**config.mk**
```make
export PLATFORM = sky130hd
export DESIGN_NAME = fragment_feeder
export DESIGN_NICKNAME = d
export VERILOG_FILES = /design/src/rtl/fragment_feeder.sv
export SDC_FILE = /design/constraint.sdc
export NUM_CORES = 1
export LEC_CHECK = 0
export BUFFER_PORTS_ARGS = -buffer_cell sky130_fd_sc_hd__buf_2
export CAP_MARGIN = 20
export CORE_ASPECT_RATIO = 0.6
export CORE_MARGIN = 2
export CORE_UTILIZATION = 44
export CTS_CLUSTER_DIAMETER = 30
export DETAILED_ROUTE_END_ITERATION = 16
export GPL_TIMING_DRIVEN = 0
export PLACE_DENSITY = 0.73
export SETUP_SLACK_MARGIN = 0.15
export SYNTH_ARGS = -nofsm -noshare
export SYNTH_HDL_FRONTEND = slang
export SYNTH_SLANG_ARGS = --single-unit
```
**constraint.sdc**
```tcl
create_clock -name clk_in -period 2.3 [get_ports clk_in]
set_input_delay 0.115 -clock clk_in [delete_from_list [all_inputs] [get_ports clk_in]]
set_output_delay 0.115 -clock clk_in [all_outputs]
set_load 0.03 [all_outputs]
```
**src/rtl/fragment_feeder.sv**
```systemverilog
// rtl/fragment_feeder.sv - fragment-to-pixel-address feeder with per-frame clear sweep
module fragment_feeder #(
  parameter int unsigned HRES     = 320,
  parameter int unsigned VRES     = 180,
  parameter int unsigned Z_WIDTH  = 15,
  parameter logic [15:0] BG_COLOR = 16'h0,
  localparam int unsigned DEPTH   = HRES * VRES,
  localparam int unsigned XW      = $clog2(HRES),
  localparam int unsigned YW      = $clog2(VRES)
) (
  input  logic               clk_in,
  input  logic               rst_in,
  input  logic               frame_start_in,
  input  logic               frag_valid_in,
  output logic               frag_ready_out,
  input  logic [XW-1:0]      frag_x_in,
  input  logic [YW-1:0]      frag_y_in,
  input  logic [Z_WIDTH-1:0] frag_z_in,
  input  logic [15:0]        frag_color_in,
  output logic               valid_out,
  input  logic               ready_in,
  output logic [26:0]        addr_out,
  output logic [Z_WIDTH-1:0] depth_out,
  output logic [15:0]        color_out,
  output logic               frame_out,
  output logic               clear_busy_out,
  output logic               overrun_out,
  output logic [15:0]        drop_count_out
);

  localparam int unsigned CW = $clog2(DEPTH);

  typedef enum logic [0:0] {
    ST_CLEAR = 1'b0,
    ST_PASS  = 1'b1
  } state_t;

  state_t               state_q;
  logic [CW-1:0]        clr_addr_q;
  logic                 valid_q;
  logic [26:0]          addr_q;
  logic [Z_WIDTH-1:0]   depth_q;
  logic [15:0]          color_q;
  logic                 frame_q;
  logic                 overrun_q;
  logic [15:0]          drop_q;

  logic                 load_en;
  logic                 frag_in_range;
  logic [26:0]          frag_addr;

  // The output register may take a new beat when empty or when its beat leaves this cycle.
  assign load_en       = !valid_q || ready_in;
  assign frag_in_range = (32'(frag_x_in) < HRES) && (32'(frag_y_in) < VRES);
  assign frag_addr     = 27'(frag_y_in) * 27'(HRES) + 27'(frag_x_in);

  // A frame start in PASS takes priority over fragments so none slips in alongside it.
  assign frag_ready_out = (state_q == ST_PASS) && !frame_start_in && load_en;

  assign valid_out      = valid_q;
  assign addr_out       = addr_q;
  assign depth_out      = depth_q;
  assign color_out      = color_q;
  assign frame_out      = frame_q;
  assign clear_busy_out = (state_q == ST_CLEAR);
  assign overrun_out    = overrun_q;
  assign drop_count_out = drop_q;

  // Clear/pass sequencing together with the registered output beat and status counters.
  always_ff @(posedge clk_in) begin
    if (rst_in) begin
      state_q    <= ST_CLEAR;
      clr_addr_q <= '0;
      valid_q    <= 1'b0;
      addr_q     <= '0;
      depth_q    <= '0;
      color_q    <= '0;
      frame_q    <= 1'b0;
      overrun_q  <= 1'b0;
      drop_q     <= '0;
    end else begin
      case (state_q)
        ST_CLEAR: begin
          if (frame_start_in) begin
            overrun_q <= 1'b1;
          end
          // The sweep address only advances on a load, so backpressure never skips or repeats.
          if (load_en) begin
            valid_q <= 1'b1;
            addr_q  <= 27'(clr_addr_q);
            depth_q <= '1;
            color_q <= BG_COLOR;
            if (clr_addr_q == CW'(DEPTH - 1)) begin
              clr_addr_q <= '0;
              state_q    <= ST_PASS;
            end else begin
              clr_addr_q <= clr_addr_q + 1'b1;
            end
          end
        end
        default: begin
          if (frame_start_in) begin
            frame_q <= ~frame_q;
            state_q <= ST_CLEAR;
            // A stalled beat stays put and is delivered before the first clear beat.
            if (load_en) begin
              valid_q <= 1'b0;
            end
          end else if (load_en) begin
            if (frag_valid_in && frag_in_range) begin
              valid_q <= 1'b1;
              addr_q  <= frag_addr;
              depth_q <= frag_z_in;
              color_q <= frag_color_in;
            end else begin
              valid_q <= 1'b0;
            end
            if (frag_valid_in && !frag_in_range && (drop_q != 16'hFFFF)) begin
              drop_q <= drop_q + 16'd1;
            end
          end
        end
      endcase
    end
  end

endmodule
```
Yosys cells after proc, flatten, opt, wreduce, memory -nomap -nowiden:

Index checks and enable logic that the tools add are counted.

* $lt $le $gt $ge: 2
* equal/unequal tests: 4
* muxes and demuxes: 26
* add/subtract/negate cells: 3
* reduce and logical (&&, ||, !) cells: 15
* multipliers: 1
* bitwise operators: 3

Operators by type and width (count)
* $mux W27: 5
* $mux W16: 6
* $mux W15: 5
* $add A16 B1 Y16 const B: 2
* $add A17 B9 Y18: 1
* $eq A16 B16 Y1 const B: 1
* $ne A16 B16 Y1 const B: 1
* $mul A8 B3 Y11 const B: 1
* $mux W1: 10
* $lt A9 B9 Y1 const B: 1
* $lt A8 B8 Y1 const B: 1
* $logic_and A1 B1 Y1: 6
* $reduce_and A2 Y1: 3
* $reduce_and A4 Y1: 1
* $logic_not A1 Y1: 3
* $not A1 Y1: 3
* $reduce_and A3 Y1: 1
* $ne A2 B1 Y1 const B: 1
* $ne A2 B2 Y1 const B: 1
* $logic_or A1 B1 Y1: 1

* logic and storage cells: 63
* input bits: 53
* flip-flop bits (word level): 94
* output and inout bits: 79

Depth between registers and ports, before layout:

Gate-level depths: netlist of run 1.

* depth in word-level cells: 7
* depth in mapped cells: 9
* gate-level depth less buffers: 9

Worst setup path after synthesis of run 1:

Ideal clock, no wire load.

* path kind: input to register
* from: input port frag_y_in[1]
* to: register addr_q[15], in the netlist addr_out[15]
* setup time: 0.096 ns
* arrival time: 2.361 ns
* stages on the path: 9
* setup slack: -0.157 ns
* path buffers: 0
* required time: 2.204 ns
* path through: ha_1 ha_1 fa_1 xnor2_1 or4b_4 nor3_4 and2_1 a211oi_1 o41ai_2

* word-level cells in the longest chain between the ends: 6
* elaborated cells on any way between the ends: 11
* those cells by class: add/sub: 1; mul: 1; order compare: 1; eq/ne: 1; mux: 4; reduce/logical: 3

RTL lines
* start, declared: RTL line 17 `input logic [YW-1:0] frag_y_in,`
* $mul A8 B3 Y11: RTL line 55 `assign frag_addr = 27'(frag_y_in) * 27'(HRES) + 27'(frag_x_in);`
* $add A17 B9 Y18: RTL line 55
* $mux W27: RTL line 110 `if (frag_valid_in && frag_in_range) begin`
* $mux W27: RTL line 109 `end else if (load_en) begin`
* $mux W27: RTL line 102 `if (frame_start_in) begin`
* $mux W27: RTL line 82 `case (state_q)`
* end signal, assigned: RTL line 90 `addr_q <= 27'(clr_addr_q);`
* end signal, assigned: RTL line 112 `addr_q <= frag_addr;`
* end, declared: RTL line 41 `logic [26:0] addr_q;`

Several ways; a longest one is shown, not always the timed one. The select of a mux whose other input is x is not followed.
A chain may end at the register's enable or synchronous reset.

Worst setup path in the final report of run 1:

* from: input port frag_y_in[1]
* to: register addr_q[13], in the netlist addr_out[13]

Same word-level chain as after synthesis.

==> parameters.txt, run 1 <==
Parameter                              Value

Layout
  Storage element area    1700 um2
  Syn-to-layout area delta    29.5%
  Inserted Diodes    0
  Fillcell total    between 800 and 900
  Net total in the final layout    712
  Area taken by multi-input logic gates    2340 um2
  Fraction of final layout cells sized beyond drive strength 1    0.284
  Leading cell types in the layout, fill and taps excluded    123 x sky130_fd_sc_hd__buf_2, 84 x sky130_fd_sc_hd__dfxtp_1, 68 x sky130_fd_sc_hd__nor2_1
  Most frequent standard cell in the layout excluding fill and tap cells    sky130_fd_sc_hd__buf_2

Worst hold path
  Origin of the worst min-delay path    frag_color_in[6]
  Worst hold path stage count    3
  Hold-critical path endpoint    color_out[6]
  Hold crit path type    in2reg

Logic synthesis
  Post-synth ARST share    0
  Syn Std Cell Area    about 4200 um2
  Syn Area/Cell    about 8.4 um2
  Distinct cell type count of the synthesized netlist    52
  Number of enable flip-flop cells after synthesis    0
  Predominant post-synthesis flop cell    sky130_fd_sc_hd__dfxtp_1
  Count of yosys warnings during synthesis    0
  Gate count of the mapped netlist    495
  Seq cells post-synth    between 80 and 90
  Share of synthesized area occupied by flip-flops and latches    0.407

Drt
  Routed length per placed instance    approximately 16 um
  Drt drc    0
  Average vias per placed instance    about 5.4
  Pre-antenna DRT Iters    5
  Routed wire length    12400 um
  Antenna-violating nets left    0
  Vias after detailed routing    4168
  DRC violation total after the first TritonRoute iteration    224

Critical path
  Top fanout value on the critical path    3
  Beginning of the worst register-to-register path    valid_out
  Top cell family by delay on the critical path    adder cells
  CP required    approximately 2.6 ns
  Arr. time, crit path    2.44 ns
  R2R depth    7
  CP Buf/Inv Count    1
  Reg2Reg Setup Slack    0.25 ns
  Startpoint type of the worst setup path    primary input
  Maximum single-stage delay on the critical path    between 0.5 and 0.6 ns
  Highest-delay cell along the critical path    sky130_fd_sc_hd__or4b_4
  Endpoint type of the worst setup path    register
  Cell chain of the critical path    buf_6 -> ha_4 -> ha_4 -> fa_2 -> xnor2_2 -> or4b_4 -> nor3_4 -> xnor2_2 -> a211o_1 -> a21oi_2
  RR Endpoint    clr_addr_q[15]
  Class of the most critical setup path    in2reg

CTS
  CTS tree    yes
  CTS Buffer Depth    2
  Root buf cell    sky130_fd_sc_hd__clkbuf_16
  Number of buffers inserted during clock tree synthesis    9
  CTS H-tree lvls    3
  CTS clk-pin slew, worst paths    0.06 ns
  Clk Latency, worst-skew pair    0.34 ns
  Num Clock Sinks    85

Placed design
  Setup WS pre-CTS    -0.262 ns
  Number of port buffers    approximately 120
  Global placement routability congestion    roughly 0.91
  DP HPWL    9550 um

Global routing
  Maximum number of pins on one net before global-route repair    14
  Global-route wire length before repair    about 19000 um
  Initial antenna violation count    0
  Via count of the first global-routing pass    3975
  Gr usage total    0.246
  Gr ovfl total    0

Run
  Max Cap Viol    0

Timing
  Post-Route Setup TNS    0 ns
  Max-slew violations    0
  Time the worst path needs with I/O delays and setup    2.16 ns
  Final hold violation count    0
  Worst setup skew after layout    0.00336 ns
  Tightest Pin Transition    0.629 ns
  Tightest hold margin    0.0407 ns
  Unrepaired setup endpoints after global routing    true
  Count of endpoints failing setup in the final report    0
  Worst slew slack as a fraction of its limit    0.581
  Min setup slack post-route    0.138 ns
  Maximum operating frequency    approximately 460 MHz
  Final clock period utilization by the worst path    0.940

Floorplanning
  Site Rows    27
  Initial core utilization    0.455
  Core box area    9190 um2
  Die extent in x    130 um
  I/O pins    132
  Die Span Y    79.5 um
  Floorplan die area    about 10000 um2

Pwr
  Standby leakage power    roughly 2.4 nW
  Pwr per Cell Area    636 nW/um2
  Maximum ir drop on the vdd rail    0.408 mV

Outcome
  Result of the run    finished, final reports clean
## worst min-delay path, delay by kind of cell
| family | cells | cell delay (ns) |
|---|---|---|
| buffers and inverters | 1 | 0.09 |
| and+or+nand+nor | 1 | 0.07 |
| AOI/OAI and AO/OA | 1 | 0.06 |
## per-stage QoR
stage / instances / power (W) / utilization / area, um2
floorplan: 503 / 0.00189 / - / 4250
global placement: 755 / 0.00203 / 0.547 / 5020
detailed placement: 755 / 0.00204 / 0.547 / 5020
CTS: 772 / 0.00345 / 0.585 / 5380
global route: 775 / 0.00357 / 0.589 / 5420
finish: 775 / 0.00344 / 0.589 / 5420
## final cells by class
cell class              count  share of cell area
multi-input cells         370               0.433
flip-flops and latches     85               0.314
repair buffers            126               0.121
clock buffers              13              0.0499
plain buffers              39              0.0423
well taps                 130              0.0300
inverters                   9             0.00624
clock inverters             3             0.00347
## routing by layer
| layer | track usage | wire length, um | vias up | part of all wire |
|---|---|---|---|---|
| li1 | - | - | 1995 | - |
| met1 | 0.332 | 5760 | 1969 | 0.46 |
| met2 | 0.378 | 5290 | 176 | 0.42 |
| met3 | 0.0704 | 1140 | 28 | 0.091 |
| met4 | 0.0871 | 261 | 0 | 0.021 |
| met5 | 0 | 0 | - | 0 |
## cell families after synthesis
group | synth area share
multiplexers | 0.0168
other | 0.000897
buffers and inverters | 0.0619
adder cells (fa/ha/maj) | 0.0604
XOR/XNOR | 0.0775
flip-flops | 0.407
AND/OR/NAND/NOR | 0.259
AO/OA/AOI/OAI | 0.117
## what timing repair did
action | CTS | global route
gates resized for setup | 12 | 4
buffers inserted | 1 | 3
hold buffers | 0 | 0
pin swaps | 3 | 2
endpoints found under the setup margin | 17 | 44
## synthesized netlist by cell type, types with 2 or more instances
library cell	n	area share
sky130_fd_sc_hd__mux2i_1	7	0.017
sky130_fd_sc_hd__nor2b_1	5	0.0075
sky130_fd_sc_hd__fa_1	2	0.0096
sky130_fd_sc_hd__and2_1	5	0.0075
sky130_fd_sc_hd__buf_4	10	0.018
sky130_fd_sc_hd__buf_2	4	0.0048
sky130_fd_sc_hd__clkbuf_1	19	0.017
sky130_fd_sc_hd__a31oi_1	3	0.0045
sky130_fd_sc_hd__o21bai_1	3	0.0054
sky130_fd_sc_hd__o21ai_0	8	0.0096
sky130_fd_sc_hd__ha_1	17	0.051
sky130_fd_sc_hd__nand2_1	38	0.034
sky130_fd_sc_hd__xnor2_1	13	0.027
sky130_fd_sc_hd__a211oi_1	15	0.027
sky130_fd_sc_hd__and4_1	4	0.0084
sky130_fd_sc_hd__and3_1	11	0.016
sky130_fd_sc_hd__nand2b_1	2	0.0030
sky130_fd_sc_hd__buf_6	3	0.0081
sky130_fd_sc_hd__nor2_1	68	0.061
sky130_fd_sc_hd__a211o_1	2	0.0042
sky130_fd_sc_hd__dfxtp_1	85	0.41
sky130_fd_sc_hd__o21ai_1	3	0.0036
sky130_fd_sc_hd__inv_1	8	0.0072
sky130_fd_sc_hd__nor3_1	35	0.042
sky130_fd_sc_hd__xor2_1	24	0.050
sky130_fd_sc_hd__o211ai_1	2	0.0036
sky130_fd_sc_hd__nand4_1	12	0.018
sky130_fd_sc_hd__nand3_1	36	0.043
sky130_fd_sc_hd__a21oi_1	28	0.034
## worst max-delay path by stage
| stage | slack [ns] | endpoint | start | depth (start not counted) |
|---|---|---|---|---|
| floorplan | 0.02 | addr_out[15] | frag_y_in[1] | 8 |
| global placement | -0.23 | addr_out[13] | frag_y_in[1] | 9 |
| detailed placement | -0.26 | addr_out[13] | frag_y_in[1] | 9 |
| global route | 0.1 | addr_out[15] | frag_y_in[1] | 10 |
| finish | 0.14 | addr_out[13] | frag_y_in[1] | 10 |
| CTS | 0.15 | addr_out[13] | frag_y_in[1] | 10 |
## registers in the layout, summed over array words and instances (netlist names)
name	cells
addr_out	18
clr_addr_q	16
color_out	16
drop_count_out	16
depth_out	15
frame_out	1
overrun_out	1
state_q	1
valid_out	1
## power breakdown
part | internal, W | leakage (nW) | switching (W)
registers | 0.00151 | 0.693 | 0.0000227
clock network | 0.000819 | 0.146 | 0.000581
logic | 0.000200 | 1.53 | 0.000315
total | 0.00253 | 2.37 | 0.000918
Note: power is estimated with default switching activity, not from simulation.
==> run 2: changes to the inputs <==
CAP_MARGIN = 25   (was 20)
CTS_BUF_LIST = sky130_fd_sc_hd__clkbuf_8   (was not set)
==> parameters.txt, run 2 (synthesized netlist as in run 1, its figures left out) <==
Parameter                              Value

Timing
  Tightest hold margin    between 0.015 and 0.02 ns
  Max-slew violations    0
  Worst slew slack as a fraction of its limit    0.570
  Min setup slack post-route    0.176 ns
  Count of endpoints failing setup in the final report    0
  Maximum operating frequency    471 MHz
  Tightest Pin Transition    between 0.6 and 0.7 ns
  Unrepaired setup endpoints after global routing    true
  Final hold violation count    0
  Time the worst path needs with I/O delays and setup    2.12 ns
  Final clock period utilization by the worst path    0.923
  Worst setup skew after layout    0.00743 ns

CTS
  Num Clock Sinks    85
  CTS clk-pin slew, worst paths    0.08 ns
  Root buf cell    sky130_fd_sc_hd__clkbuf_8
  CTS H-tree lvls    3
  Clk Latency, worst-skew pair    0.36 ns
  CTS Buffer Depth    2
  Number of buffers inserted during clock tree synthesis    9
  CTS tree    yes

Layout
  Post-route cell area    5330 um2
  Leading cell types in the layout, fill and taps excluded    123 x sky130_fd_sc_hd__buf_2, 84 x sky130_fd_sc_hd__dfxtp_1, 68 x sky130_fd_sc_hd__nor2_1
  Syn-to-layout area delta    27.4%
  Most frequent standard cell in the layout excluding fill and tap cells    sky130_fd_sc_hd__buf_2
  Fraction of final layout cells sized beyond drive strength 1    0.284
  Largest register FFs    18
  Inserted Diodes    0
  Net total in the final layout    714

Drt
  Average vias per placed instance    5.41
  Routed length per placed instance    16.0 um
  Antenna-violating nets left    0
  Vias after detailed routing    4204
  DRC violation total after the first TritonRoute iteration    roughly 290
  Routed wire length    12500 um
  Pre-antenna DRT Iters    4
  Drt drc    0

Critical path
  Cell chain of the critical path    buf_6 -> ha_4 -> ha_4 -> fa_2 -> xnor2_2 -> or4b_4 -> nor3_4 -> and2_4 -> a211oi_2 -> o41ai_2
  Endpoint type of the worst setup path    register
  Top cell family by delay on the critical path    simple AND/OR/NAND/NOR gates
  Maximum single-stage delay on the critical path    0.52 ns
  Highest-delay cell along the critical path    sky130_fd_sc_hd__or4b_4
  CP Buf/Inv Count    1
  Arr. time, crit path    2.39 ns
  Most frequent CP cell    sky130_fd_sc_hd__ha_4
  Startpoint type of the worst setup path    primary input
  Top fanout value on the critical path    3
  Class of the most critical setup path    in2reg
  CP required    2.57 ns

Placed design
  Number of port buffers    122
  Global placement routability congestion    0.914
  DP Area    around 5000 um2
  DP HPWL    9550 um
  Setup WS pre-CTS    -0.262 ns

Global routing
  Via count of the first global-routing pass    around 4000
  Global-route wire length before repair    19400 um
  Gr ovfl total    0
  Gr usage total    0.245
  Maximum number of pins on one net before global-route repair    14
  Initial antenna violation count    0

Worst hold path
  Hold crit path type    in2reg

Floorplanning
  Initial core utilization    0.455
  Die Span Y    around 80 um
  Floorplan die area    10300 um2
  Site Rows    27
  Die extent in x    130 um
  I/O pins    around 130
  Core box area    9190 um2

Pwr
  Maximum ir drop on the vdd rail    0.387 mV
  Standby leakage power    2.33 nW
  Pwr per Cell Area    572 nW/um2

Outcome
  Result of the run    finished, final reports clean

Run
  Max Cap Viol    0
## run 2: through the flow
step | setup TNS [ns] | cells | utilization | total power [W]
2_1_floorplan | 0 | 503 | - | 0.00189
3_3_place_gp | -1.13 | 755 | 0.547 | 0.00203
3_5_place_dp | -2.05 | 755 | 0.547 | 0.00204
4_1_cts | 0 | 773 | 0.571 | 0.00304
5_1_grt | 0 | 777 | 0.580 | 0.00318
6_report | 0 | 777 | 0.580 | 0.00305
## run 2: area by class of cell
class / instances / area [um2]
sequential: 85 / 1700
timing repair buffer: 128 / 671
inverter: 9 / 33.8
clock inverter: 4 / 22.5
clock buffer: 12 / 165
buffer: 39 / 229
tap: 130 / 163
multi-input combinational: 370 / 2340
fill: 856 / 3860
## run 2: power breakdown
group / internal, W / switching, W
Clock: 0.000476 / 0.000528
Sequential: 0.00151 / 0.0000223
Combinational: 0.000199 / 0.000315
## run 2: worst paths after layout
kind	start	end	slack, ns	cells after the start
worst min register to register	color_out[13]	color_out[13]	0.46	2
worst max register to register	valid_out	clr_addr_q[15]	0.25	7
worst max-delay path	frag_y_in[1]	addr_out[15]	0.18	10
worst min-delay path	frag_color_in[2]	color_out[2]	0.02	3
## run 2: routing by layer
| metal | wire, um | GRT usage | share of wire |
|---|---|---|---|
| met1 | 5790 | 0.330 | 0.46 |
| met2 | 5350 | 0.372 | 0.43 |
| met3 | 1060 | 0.0764 | 0.085 |
| met4 | 251 | 0.0849 | 0.020 |
| met5 | 0 | 0 | 0 |
## run 2: worst reg2reg max path, cell delays in order, from the launching register on
cell                       delay (ns)
sky130_fd_sc_hd__dfxtp_1         0.32
sky130_fd_sc_hd__nor2b_1         0.12
sky130_fd_sc_hd__clkbuf_1        0.20
sky130_fd_sc_hd__nor4_2          0.56
sky130_fd_sc_hd__nand3_1         0.26
sky130_fd_sc_hd__nor3_1          0.27
sky130_fd_sc_hd__xnor2_1         0.15
sky130_fd_sc_hd__nor2_1          0.05
## run 2: repair_timing
action | in CTS | in global routing
hold endpoints to repair | 1 | 0
pin swaps | 3 | 4
hold buffers | 1 | 0
endpoints found under the setup margin | 17 | 46
buffers inserted | 1 | 4
resized for setup | 5 | 13
